**config.mk**
```make
export PLATFORM = sky130hd
export DESIGN_NAME = aes_ctr_xor_join
export DESIGN_NICKNAME = d
export VERILOG_FILES = /design/src/rtl/aes_ctr_xor_join_pkg.sv /design/src/rtl/aes_ctr_xor_join_skid_fifo2.sv /design/src/rtl/aes_ctr_xor_join.sv
export SDC_FILE = /design/constraint.sdc
export NUM_CORES = 1
export LEC_CHECK = 0
export ABC_AREA = 1
export BUFFER_PORTS_ARGS = -buffer_cell sky130_fd_sc_hd__clkbuf_2
export CORE_ASPECT_RATIO = 1.75
export CORE_MARGIN = 2
export CORE_UTILIZATION = 48
export CTS_CLUSTER_SIZE = 20
export DETAILED_ROUTE_END_ITERATION = 16
export PLACE_DENSITY_LB_ADDON = 0.2
export SYNTH_ARGS = -nofsm -noshare
export SYNTH_HDL_FRONTEND = slang
export SYNTH_SLANG_ARGS = --single-unit
```
**constraint.sdc**
```tcl
create_clock -name clk -period 1.8 [get_ports clk]
set_clock_uncertainty 0.05 [all_clocks]
set_input_delay 0.09 -clock clk [delete_from_list [all_inputs] [get_ports clk]]
set_output_delay 0.09 -clock clk [all_outputs]
set_load 0.03 [all_outputs]
```
**src/rtl/aes_ctr_xor_join_pkg.sv**
```systemverilog
// Shared widths, FIFO occupancy encoding and tkeep helpers for the AES-CTR datapath join.
package aes_ctr_xor_join_pkg;

    localparam int unsigned DATA_W_DEF = 128;
    localparam int unsigned KEEP_W_DEF = DATA_W_DEF / 8;
    localparam int unsigned CNT_W_DEF  = 16;
    // Helpers work on a fixed maximum width; callers zero-extend and truncate.
    localparam int unsigned MAX_KEEP_W = 64;

    typedef enum logic [1:0] {
        OCC_EMPTY = 2'd0,
        OCC_ONE   = 2'd1,
        OCC_FULL  = 2'd2
    } occ_e;

    function automatic logic [MAX_KEEP_W*8-1:0] keep_to_mask(input logic [MAX_KEEP_W-1:0] keep);
        logic [MAX_KEEP_W*8-1:0] mask;
        mask = '0;
        for (int unsigned i = 0; i < MAX_KEEP_W; i++) begin
            mask[8*i +: 8] = {8{keep[i]}};
        end
        return mask;
    endfunction

    // True when keep is a non-empty run of ones starting at bit 0.
    function automatic logic keep_is_prefix(input logic [MAX_KEEP_W-1:0] keep);
        logic [MAX_KEEP_W-1:0] one;
        one = {{(MAX_KEEP_W-1){1'b0}}, 1'b1};
        return (keep != '0) && ((keep & (keep + one)) == '0);
    endfunction

endpackage

```
**src/rtl/aes_ctr_xor_join_skid_fifo2.sv**
```systemverilog
// Two-entry valid/ready buffer; the head register drives the output and holds its value when empty.
module axis_skid_fifo2
    import aes_ctr_xor_join_pkg::*;
#(
    parameter int unsigned W = 145
) (
    input  logic         clk,
    input  logic         rst_n,
    input  logic [W-1:0] in_data,
    input  logic         in_valid,
    output logic         in_ready,
    output logic [W-1:0] out_data,
    output logic         out_valid,
    input  logic         out_ready,
    output occ_e         occ
);

    logic [W-1:0] head_q;
    logic [W-1:0] tail_q;
    occ_e         occ_q;
    logic         push;
    logic         pop;

    assign in_ready  = (occ_q != OCC_FULL);
    assign out_valid = (occ_q != OCC_EMPTY);
    assign out_data  = head_q;
    assign occ       = occ_q;
    assign push      = in_valid & in_ready;
    assign pop       = out_valid & out_ready;

    always_ff @(posedge clk or negedge rst_n) begin
        if (!rst_n) begin
            head_q <= '0;
            tail_q <= '0;
            occ_q  <= OCC_EMPTY;
        end else begin
            case (occ_q)
                OCC_EMPTY: begin
                    if (push) begin
                        head_q <= in_data;
                        occ_q  <= OCC_ONE;
                    end
                end
                OCC_ONE: begin
                    case ({push, pop})
                        2'b11: head_q <= in_data;
                        2'b10: begin
                            tail_q <= in_data;
                            occ_q  <= OCC_FULL;
                        end
                        2'b01: occ_q <= OCC_EMPTY;
                        default: ;
                    endcase
                end
                OCC_FULL: begin
                    if (pop) begin
                        head_q <= tail_q;
                        occ_q  <= OCC_ONE;
                    end
                end
                default: occ_q <= OCC_EMPTY;
            endcase
        end
    end

endmodule

```
**src/rtl/aes_ctr_xor_join.sv**
```systemverilog
// AES-CTR join: pairs plaintext with keystream, XORs and byte-masks, buffers the result,
// counts beats per packet and flags malformed tkeep.
module aes_ctr_xor_join
    import aes_ctr_xor_join_pkg::*;
#(
    parameter int unsigned DATA_W = DATA_W_DEF,
    parameter int unsigned KEEP_W = DATA_W / 8,
    parameter int unsigned CNT_W  = CNT_W_DEF
) (
    input  logic              clk,
    input  logic              rst_n,
    input  logic [DATA_W-1:0] s_tdata,
    input  logic [KEEP_W-1:0] s_tkeep,
    input  logic              s_tlast,
    input  logic              s_tvalid,
    output logic              s_tready,
    input  logic [DATA_W-1:0] ks_data,
    input  logic              ks_valid,
    output logic              ks_ready,
    output logic [DATA_W-1:0] out_data,
    output logic [KEEP_W-1:0] out_keep,
    output logic              out_last,
    output logic              out_valid,
    input  logic              out_ready,
    output logic [CNT_W-1:0]  beat_cnt,
    output logic              keep_err,
    input  logic              err_clr
);

    localparam int unsigned FW = DATA_W + KEEP_W + 1;

    logic                  space_q;
    logic                  space_d;
    logic                  join_fire;
    logic                  fifo_in_ready;
    logic                  pop;
    logic                  bad_keep;
    logic [MAX_KEEP_W-1:0] keep_ext;
    logic [DATA_W-1:0]     byte_mask;
    logic [DATA_W-1:0]     cipher;
    logic [FW-1:0]         fifo_in;
    logic [FW-1:0]         fifo_out;
    occ_e                  occ;

    assign s_tready  = ks_valid & space_q;
    assign ks_ready  = s_tvalid & space_q;
    assign join_fire = s_tvalid & ks_valid & space_q & fifo_in_ready;
    assign pop       = out_valid & out_ready;

    always_comb begin
        keep_ext               = '0;
        keep_ext[KEEP_W-1:0]   = s_tkeep;
        byte_mask              = DATA_W'(keep_to_mask(keep_ext));
        cipher                 = (s_tdata ^ ks_data) & byte_mask;
        bad_keep               = (s_tkeep == '0)
                               || (!s_tlast && (s_tkeep != '1))
                               || (s_tlast && !keep_is_prefix(keep_ext));
    end

    // space is registered from next-cycle occupancy so it never lags a fill.
    always_comb begin
        case (occ)
            OCC_FULL: space_d = pop;
            OCC_ONE:  space_d = !(join_fire && !pop);
            default:  space_d = 1'b1;
        endcase
    end

    always_ff @(posedge clk or negedge rst_n) begin
        if (!rst_n) begin
            space_q <= 1'b0;
        end else begin
            space_q <= space_d;
        end
    end

    assign fifo_in = {cipher, s_tkeep, s_tlast};

    axis_skid_fifo2 #(
        .W (FW)
    ) u_fifo (
        .clk       (clk),
        .rst_n     (rst_n),
        .in_data   (fifo_in),
        .in_valid  (join_fire),
        .in_ready  (fifo_in_ready),
        .out_data  (fifo_out),
        .out_valid (out_valid),
        .out_ready (out_ready),
        .occ       (occ)
    );

    assign out_data = fifo_out[FW-1 -: DATA_W];
    assign out_keep = fifo_out[KEEP_W:1];
    assign out_last = fifo_out[0];

    always_ff @(posedge clk or negedge rst_n) begin
        if (!rst_n) begin
            beat_cnt <= '0;
        end else if (pop) begin
            if (out_last) begin
                beat_cnt <= '0;
            end else if (beat_cnt != '1) begin
                beat_cnt <= beat_cnt + CNT_W'(1);
            end
        end
    end

    always_ff @(posedge clk or negedge rst_n) begin
        if (!rst_n) begin
            keep_err <= 1'b0;
        end else if (join_fire && bad_keep) begin
            keep_err <= 1'b1;
        end else if (err_clr) begin
            keep_err <= 1'b0;
        end
    end

endmodule
```
==> results of run 1 <==
## power by group
group | internal (mW) | switching [mW] | leakage (nW)
Clock | 3.89 | 2.81 | 0.518
Sequential | 10.1 | 1.40 | 3.99
Combinational | 6.84 | 12.4 | 7.16
Total | 20.8 | 16.6 | 11.7
## layer usage
layer  track usage, %  up-vias
met5                0        -
met1            34.55     7954
met3            5.228      220
met4            14.41        0
met2            53.96      773
li1                 -     8175
## path summary, 6_finish.rpt
path	from	endpoint	slack [ns]	cells after the start
worst min register to register	u_fifo.tail_q[3]$_DFFE_PN0P_	u_fifo.tail_q[3]$_DFFE_PN0P_	0.44	2
worst max-delay path	u_fifo.occ[0]$_DFFE_PN0P_	u_fifo.out_data[56]$_DFFE_PN0P_	-0.22	14
max in group asynchronous	rst_n	u_fifo.out_data[76]$_DFFE_PN0P_	0.91	3
worst max register to register	u_fifo.occ[0]$_DFFE_PN0P_	u_fifo.out_data[56]$_DFFE_PN0P_	-0.22	14
min in group clk	s_tkeep[10]	u_fifo.tail_q[11]$_DFFE_PN0P_	0.04	3
worst min-delay path	rst_n	u_fifo.out_data[17]$_DFFE_PN0P_	0.03	2
## cell usage in the layout, fill, tap and decap left out, types with 8 or more instances in the layout
master	instances
dlygate4sd3_1	274
buf_6	10
clkbuf_2	442
buf_12	23
nand2_1	587
nor2_1	22
inv_1	166
buf_4	46
clkinv_2	8
o21ai_1	28
dfrtp_1	307
o31ai_1	8
a21oi_1	131
nand2_2	56
o21ai_0	546
clkbuf_16	42
nand3_1	15
## worst max-delay path: stages (launching register included)
cell	delay [ns]
dfrtp_1	0.39
inv_2	0.09
buf_6	0.11
ha_4	0.15
inv_4	0.04
nand2_4	0.06
inv_4	0.04
nor3_4	0.14
nor2_2	0.07
a21oi_4	0.20
nor2_4	0.07
buf_12	0.16
clkbuf_16	0.17
nand2_2	0.08
nand2_2	0.06
## sequential cells by signal, summed over array words and instances, names as in the netlist
signal,cells
space_q,1
u_fifo.tail_q,145
beat_cnt,16
u_fifo.out_data,145
u_fifo.occ,2
keep_err,1
## final cells by class
cell class / count / share of cell area [%]
Clock inverter: 15 / 0.8341
Timing Repair Buffer: 812 / 27.21
Tap cell: 400 / 2.166
Clock buffer: 41 / 3.688
Antenna cell: 3 / 0.03250
Timing Repair inverter: 1 / 0.08666
Inverter: 173 / 2.919
Multi-Input combinational cell: 1446 / 29.46
Sequential cell: 310 / 33.60
## through the flow
stage	instance area, sq um	power (mW)	std cells	setup TNS [ns]	hold WS (ns)
finish	23100	37.39	3201	-34.37	0.03152
global route	23100	39.57	3200	-58.64	0.05421
CTS	22390	34.64	3175	-29.41	0.01128
detailed placement	18510	26.90	2841	-29.95	0.03461
global placement	18510	26.43	2841	-15.02	0.03723
floorplan	15700	21.79	2059	-27.17	-0.2556
## what timing repair did
item                                    CTS  global route
gates cloned                              1            18
pin swaps                                 2             4
gates resized for setup                   8            99
endpoints found under the hold margin   590             0
setup buffers                             3             5
hold buffers                            274             0
endpoints found under the setup margin  284           309
## logic make-up after synthesis
logic type	count (synthesis)	synth area share (%)
AOI/OAI and AO/OA	719	23.25
buffers and inverters	303	8.543
adders and majority gates	5	0.4000
DFF	310	49.60
xor gates and xnor gates	8	0.4480
and+or+nand+nor	714	17.76
==> flow_summary.ini, run 1 <==
[flow_run]
cap_violations = 0

[route]
num_vias = 17122
drt_iter0_markers = 1022
m1WireLength_mm = 20.21
wl_met2_mm = 28.12
drtPass1Iterations = 5
wl_met3_mm = 3.788
wirelength_mm = 55.46
top_layer_used = met4
routed_via_density = 5.349
ant_nets = 0
drc = 0
wire_per_inst_um = 17.33

[logic_synthesis]
synth_seq_cells = 310
ys_seq_area_share_pct = 49.60
synth_flop_cell = dfrtp_1
synth_edf_count = 0
synthArstFlopShare_pct = 100.0
netlist_area_sq_um = 15640
yosysMostFrequentCell = nand2_1
syn_nets = 2343
netlist_instances = 2059
synth_top_area_cell = dfrtp_1
synthTopCellsByArea = dfrtp_1 50%, o21ai_0 18%, nand2_1 16%
synth_commonest_cells = 646 x nand2_1, 553 x o21ai_0, 310 x dfrtp_1
avgSynthCellArea_sq_um = 7.597
synth_top_area_share_pct = 49.60
yosysUniqueCellTypes = 31
yosys_warnings = 0

[clock_network]
clockBufferDepth = 3
clk_pin_slew_ns = 0.07
htree_levels = 1
cts_tree = built
root_buffer = clkbuf_16
cts.sinks = 310
cts_made_buffers = 30
insertion_delay_ns = 0.58

[die]
dieHeight_um = 242.8
rows = 87
start_util_pct = 48.71
coreArea_sq_um = 32110
die_area_sq_um = 34100
design.portCount = 444
die_w_um = 140.5

[place]
portBuffers = 443
dp_hpwl_mm = 32.85
place_ws_ns = -0.1755
gp_congestion = 0.8741

[global_route]
antenna_found_initial = 2
grt_pass1_wl_mm = 83.95
grt_usage_pct = 30.08
grt_pass1_vias = 17056
grt_overflow = 0
grt_max_degree = 100

[worst_setup_path]
cp.required_ns = 2.21
end_kind = flop
cp-start-kind = flop
crit_fanout = 8
path_class = reg2reg
critPathArrivalTime_ns = 2.43

[finish]
area_growth_pct = 47.69
regArea_sq_um = 7761
nFillCells = 2359
finalNetCount = 3058
multiInputGateArea_sq_um = 6807
final_core_util_pct = 71.94
drive_gt1_share_pct = 24.12

[sta]
tightest_slew_ns = 0.6571
slew_headroom_pct = 56.20
layout_setup_ws_ns = -0.2204
rsz0062_at_grt = true
hold_viol_final = 0
fin_crit_sh_pct = 112.2
min_period_ns = 2.020
setup_violations = 292
max_freq_mhz = 495.0
drv_slew = 0

[power_and_ir_drop]
p_leak_nw = 11.67
p_per_area_nw_per_um2 = 1618
vdd_ir_drop_max_mv = 1.094

[outcome]
violations = setup timing
status = finished, violations left

[hold_path]
hp-class = in2async
No activity file was read; power rests on OpenSTA's default activity.
==> run 2, diff against run 1 <==
CTS_CLUSTER_SIZE = 40   (was 20)
SYNTH_HIERARCHICAL = 1   (was not set)
==> run 2 against run 1 <==
  * Combinational power increased by 6%
  * Die area increased by 1.3%
  * Largest power group unchanged
  * Critical path depth increased by 1
  * Via count increased by 15%
  * The run still ends with setup timing left
  * Sequential share of layout area decreased by 3.3 points
==> flow_summary.ini, run 2 <==
[worst_setup_path]
cp-start-kind = flop
r2r-start = u_fifo/occ[1]$_DFFE_PN0P_
path_class = reg2reg
crit_family = buffers and inverters
cp.buffers_inverters = 6
crit_chain = nand2_8, nand3_2, inv_2, nand2_4, inv_4, ha_4, nand2_2, nand2_2, inv_2, nor2_4, buf_12, buf_16, clkbuf_16, nand2_1, nand2_1
end_kind = flop
critPathLaunch = u_fifo/occ[1]$_DFFE_PN0P_
crit_fanout = 10
critPathArrivalTime_ns = 2.54
critical_path.slowest_cell = dfrtp_4
crit_path_max_incr_delay_ns = 0.51
cp.required_ns = 2.22

[place]
gp_congestion = 0.8693
portBuffers = 443
dp_hpwl_mm = 34.93
dpl.cell_count = 2977

[sta]
max_freq_mhz = 471.4
fin_crit_sh_pct = 117.8
fin_setup_tns_ns = -41.17
setup_violations = 291
hold_viol_final = 0
min_period_ns = 2.121
rsz0062_at_grt = true
slew_headroom_pct = 42.40
drv_slew = 0
layout_setup_ws_ns = -0.3212
tightest_slew_ns = 0.8641

[logic_synthesis]
yosysMostFrequentCell = nand2_1
synth_seq_cells = 310
netlist_area_sq_um = 15850
synth_top_area_share_pct = 48.93
synth_top_area_cell = dfrtp_1
netlist_instances = 2186
synthTopCellsByArea = dfrtp_1 49%, nand2_1 23%, nand3_1 7.6%
avgSynthCellArea_sq_um = 7.252
synthArstFlopShare_pct = 100.0
yosys_warnings = 6
synth_edf_count = 0
synth_commonest_cells = 982 x nand2_1, 310 x dfrtp_1, 240 x nand3_1
ys_seq_area_share_pct = 48.93
synth_flop_cell = dfrtp_1
yosysUniqueCellTypes = 37
syn_nets = 2471

[clock_network]
clk_pin_slew_ns = 0.07
htree_levels = 1
cts_tree = built
insertion_delay_ns = 0.56
clockBufferDepth = 3
cts_made_buffers = 29
cts.sinks = 310
root_buffer = clkbuf_16

[power_and_ir_drop]
combPwrFrac_pct = 53.0
p_total_mw = 38.35
switching_share_pct = 45.61
seq_power_share_pct = 30.7
vdd_ir_drop_max_mv = 1.306
clock_power_share_pct = 16.3
p_per_area_nw_per_um2 = 1494
p_int_mw = 20.86
p_leak_nw = 13.57
p_sw_mw = 17.49

[die]
coreArea_sq_um = 32700
die_area_sq_um = 34550
rows = 88
design.portCount = 444
dieHeight_um = 244.4
start_util_pct = 48.48
die_w_um = 141.4

[route]
routed_via_density = 5.834
num_vias = 19732
wirelength_mm = 70.59
drc = 0
drtPass1Iterations = 6
ant_nets = 0
wire_per_inst_um = 20.87
drt_iter0_markers = 1785

[global_route]
grt_most_used_layer = met2
grt_pass1_wl_mm = 93.71
grt_max_degree = 102
met2_usage_pct = 58.98
grtUsageMet1_pct = 38.26
grt_usage_pct = 33.82
grt_overflow = 0
grt_pass1_vias = 18391
gr-usage-met3_pct = 4.895
antenna_found_initial = 0

[finish]
antenna_cells = 0
final_core_util_pct = 78.47
final_cell_mix = 829 x nand2_1, 441 x clkbuf_2, 307 x dfrtp_1
fin_cells = 3382
drive_gt1_share_pct = 31.98
finalNetCount = 3241
layout_commonest_cell = nand2_1
area_growth_pct = 61.87

[outcome]
violations = setup timing
status = finished, violations left

[hold_path]
worstHoldStart = s_tkeep[14]
hp-class = in2reg

[flow_run]
cap_violations = 0
==> run 2: what timing repair did <==
item	in CTS	in global routing
setup buffers	21	11
hold endpoints to repair	586	0
endpoints found under the setup margin	300	308
hold buffers	274	0
pin swaps	29	103
resized for setup	62	374
gates cloned	15	37
==> run 2: worst register-to-register path, stage by stage (launching register included) <==
cell       delay, ns
dfrtp_4         0.51
nand2_8         0.09
nand3_2         0.08
inv_2           0.08
nand2_4         0.05
inv_4           0.07
ha_4            0.13
nand2_2         0.05
nand2_2         0.07
inv_2           0.04
nor2_4          0.11
buf_12          0.14
buf_16          0.16
clkbuf_16       0.17
nand2_1         0.06
nand2_1         0.16
==> run 2: metrics by stage <==
stage | setup slack, ns | instance area [sq um] | hold WS [ns]
floorplan | -0.1954 | 16150 | -0.2556
detailed placement | -0.1457 | 18940 | -0.005591
CTS | -0.1544 | 23490 | 0.008308
global route | -0.4193 | 25660 | 0.03181
finish | -0.3212 | 25660 | 0.02868
global placement | -0.1225 | 18940 | -0.003132
==> run 2: layout make-up <==
class                   count  area (sq um)
clock buffers              45         865.8
clock inverters             7         67.56
fillers                  1989          7041
inverters                  69         281.5
multi-input cells        1671          8554
flip-flops and latches    310          7764
well taps                 405         506.7
repair buffers            875          7621
==> run 2: cells by family after synthesis <==
family | share of synthesized area (%)
simple gates | 33.70
compound gates | 11.04
flops | 48.93
buf+inv | 5.627
fa+ha+maj | 0.4735
xor+xnor | 0.2210
==> run 2: final timing paths <==
path	end	slack (ns)	cells past startpoint
max	u_fifo/out_data[142]$_DFFE_PN0P_	-0.32	15
min	u_fifo/tail_q[15]$_DFFE_PN0P_	0.03	3
max reg2reg	u_fifo/out_data[142]$_DFFE_PN0P_	-0.32	15
min reg2reg	u_fifo/tail_q[29]$_DFFE_PN0P_	0.43	2
max in group asynchronous	u_fifo/tail_q[129]$_DFFE_PN0P_	0.66	3
min in group asynchronous	u_fifo/tail_q[108]$_DFFE_PN0P_	0.14	3
==> run 2: layer usage <==
layer,part of all wire (%),routed length (um)
met2,49,34820
met1,33,23160
met3,8.9,6287
met4,9.0,6320
met5,0,0
==> run 2: power by group through the flow <==
stage	registers [mW]	logic [mW]	clock network, mW
after floorplan	13.7	7.00	0
after global placement	11.4	14.2	0
after detailed placement	11.5	14.5	0
after CTS	11.4	16.3	6.24
after global routing	12.0	21.4	6.57
final	11.8	20.3	6.24
==> run 3, diff against run 2 <==
ABC_AREA = not set   (was 1)
CORE_UTILIZATION = 47   (was 48)
==> run 3 against run 2 <==
  * The run still ends with setup timing left
  * Hold slack worse by 0.023 ns
  * Core utilization fell by 12 points
  * Total power down 11%
  * Cell area down 18%
  * Critical endpoint is now u_fifo/tail_q[125]$_DFFE_PN0P_
  * Largest power group unchanged
==> flow_summary.ini, run 3 <==
[outcome]
status = finished, violations left
violations = setup timing

[hold_path]
worstHoldStart = ks_data[32]
hold_end = u_fifo/tail_q[49]$_DFFE_PN0P_
min_path_cells = 4
hp-class = in2reg

[clock_network]
root_buffer = clkbuf_16
clockBufferDepth = 3
clk_pin_slew_ns = 0.06
cts_made_buffers = 31
cts_tree = built
cts.sinks = 310
insertion_delay_ns = 0.58
htree_levels = 1

[place]
place_area_sq_um = 18500
dpl.cell_count = 2068
gp_congestion = 0.8362
portBuffers = 443
dp_hpwl_mm = 30.09

[logic_synthesis]
synth_top_area_cell = dfrtp_1
yosys_warnings = 6
avgSynthCellArea_sq_um = 12.27
netlist_instances = 1232
netlist_area_sq_um = 15120
ys_seq_area_share_pct = 51.31
synthArstFlopShare_pct = 100.0
synth_edf_count = 0
synth_top_area_share_pct = 51.31
synth_flop_cell = dfrtp_1
yosysUniqueCellTypes = 49
syn_nets = 1517
synth_commonest_cells = 310 x dfrtp_1, 146 x mux2_2, 146 x o21a_1, 146 x o32a_1, 115 x and2_1
yosysMostFrequentCell = dfrtp_1
synthTopCellsByArea = dfrtp_1 51%, mux2_2 11%, o32a_1 9.7%
synth_seq_cells = 310

[worst_setup_path]
crit_chain = nand2b_4, nand3_2, inv_2, nand2_4, inv_4, ha_4, nand3b_1, buf_6, buf_12, buf_12, mux2_2
critical_path.slowest_cell = dfrtp_4
crit_path_max_incr_delay_ns = 0.50
cp_common_cell = buf_12
crit_fanout = 5
cp-start-kind = flop
crit_family = buffers and inverters
ff2ff_setup_slack_ns = -0.30
r2r-end = u_fifo/tail_q[125]$_DFFE_PN0P_
end_kind = flop
cp.buffers_inverters = 5
critPathArrivalTime_ns = 2.50
r2r-start = u_fifo/occ[1]$_DFFE_PN0P_
cp.required_ns = 2.20
path_class = reg2reg
worstRegToRegCells = 11
critPathLaunch = u_fifo/occ[1]$_DFFE_PN0P_

[sta]
tightest_slew_ns = 0.5716
fin_crit_sh_pct = 116.8
holdWs_ns = 0.005668
min_period_ns = 2.102
setup_violations = 304
layout_setup_ws_ns = -0.3024
drv_slew = 0
rsz0062_at_grt = true
max_freq_mhz = 475.6
slew_headroom_pct = 61.90
hold_viol_final = 0

[global_route]
grt_overflow = 0
grt_max_degree = 72
grt_pass1_wl_mm = 70.32
antenna_found_initial = 1
grt_pass1_vias = 13437
grt_usage_pct = 26.03

[finish]
drive_gt1_share_pct = 41.21
multiInputGateArea_sq_um = 7022
layout_commonest_cell = clkbuf_2
regArea_sq_um = 7762
finalNetCount = 2131
fin_cells = 2268
area_growth_pct = 39.73
final_cell_mix = 442 x clkbuf_2, 308 x dfrtp_1, 146 x o32a_1, 146 x o21a_1, 145 x mux2_2
nFillCells = 2424
stdcell_area_sq_um = 21130

[die]
start_util_pct = 47.79
design.portCount = 444
rows = 86
die_area_sq_um = 33670
die_w_um = 139.6
coreArea_sq_um = 31640
dieHeight_um = 241.3

[route]
drtPass1Iterations = 5
drt_iter0_markers = 573
wire_per_inst_um = 19.90
routed_via_density = 5.590
num_vias = 12677
wirelength_mm = 45.14
drc = 0
ant_nets = 0

[power_and_ir_drop]
p_per_area_nw_per_um2 = 1607
vdd_ir_drop_max_mv = 0.9892
p_total_mw = 33.94
p_leak_nw = 9.938

[flow_run]
cap_violations = 0
-- run 3: how the worst max path moves through the flow --
| stage | endpoint | slack [ns] | cells after the start |
|---|---|---|---|
| 3_3_place_gp | u_fifo/tail_q[46]$_DFFE_PN0P_ | -0.27 | 10 |
| 2_1_floorplan | u_fifo/out_data[58]$_DFFE_PN0P_ | -0.52 | 13 |
| 6_report | u_fifo/tail_q[125]$_DFFE_PN0P_ | -0.30 | 11 |
| 5_1_grt | u_fifo/out_data[62]$_DFFE_PN0P_ | -0.35 | 11 |
| 4_1_cts | u_fifo/out_data[32]$_DFFE_PN0P_ | -0.29 | 9 |
| 3_5_place_dp | u_fifo/out_data[63]$_DFFE_PN0P_ | -0.29 | 11 |
-- run 3: cell families after synthesis --
family | count (synthesis) | synth area share, %
AOI/OAI and AO/OA | 321 | 18.38
xor gates and xnor gates | 139 | 8.053
adders and majority gates | 6 | 0.4966
buffers and inverters | 109 | 3.046
DFF | 310 | 51.31
muxes | 148 | 11.01
and+or+nand+nor | 199 | 7.705
-- run 3: what timing repair did --
| item | in CTS | in global routing |
|---|---|---|
| cloned | 4 | 3 |
| endpoints found under the setup margin | 308 | 310 |
| setup buffers | 3 | 5 |
| hold buffers | 127 | 0 |
| resized for setup | 17 | 12 |
| pin swaps | 0 | 5 |
| endpoints found under the hold margin | 394 | 0 |
-- run 3: worst min-delay path, cell delays in order --
cell	delay (ns)
clkbuf_2	0.09
xor2_1	0.12
and2_1	0.15
mux2_2	0.15
-- run 3: metrics by stage --
step	worst slack [ns]	setup TNS (ns)	util, %
floorplan	-0.5232	-126.08	-
finish	-0.3024	-66.96	66.78
CTS	-0.2926	-69.62	66.33
global route	-0.3480	-87.98	66.78
global placement	-0.2661	-66.12	58.49
detailed placement	-0.2896	-71.00	58.49
-- run 3: per-layer routing --
layer / up-vias / share of wire (%) / GRT usage (%)
li1: 5742 / - / -
met2: 422 / 52 / 47.00
met5: - / 0 / 0
met4: 0 / 4.5 / 11.91
met1: 6408 / 38 / 31.11
met3: 105 / 5.0 / 3.202
-- run 3: area by class of cell --
cell class                      instances  area share (%)
Multi-Input combinational cell        813           33.24
Clock buffer                           48           4.211
Clock inverter                         10          0.5094
Tap cell                              396           2.345
Antenna cell                            1         0.01185
Timing Repair Buffer                  676           22.68
Sequential cell                       310           36.74
Inverter                               14          0.2606
-- run 3: report_power, final --
group	total, mW	leakage, nW	internal, mW	switching, mW
clock network	6.39	0.493	3.68	2.72
logic	15.5	5.62	6.76	8.77
registers	12.0	3.83	10.1	1.91
total	33.9	9.94	20.5	13.4
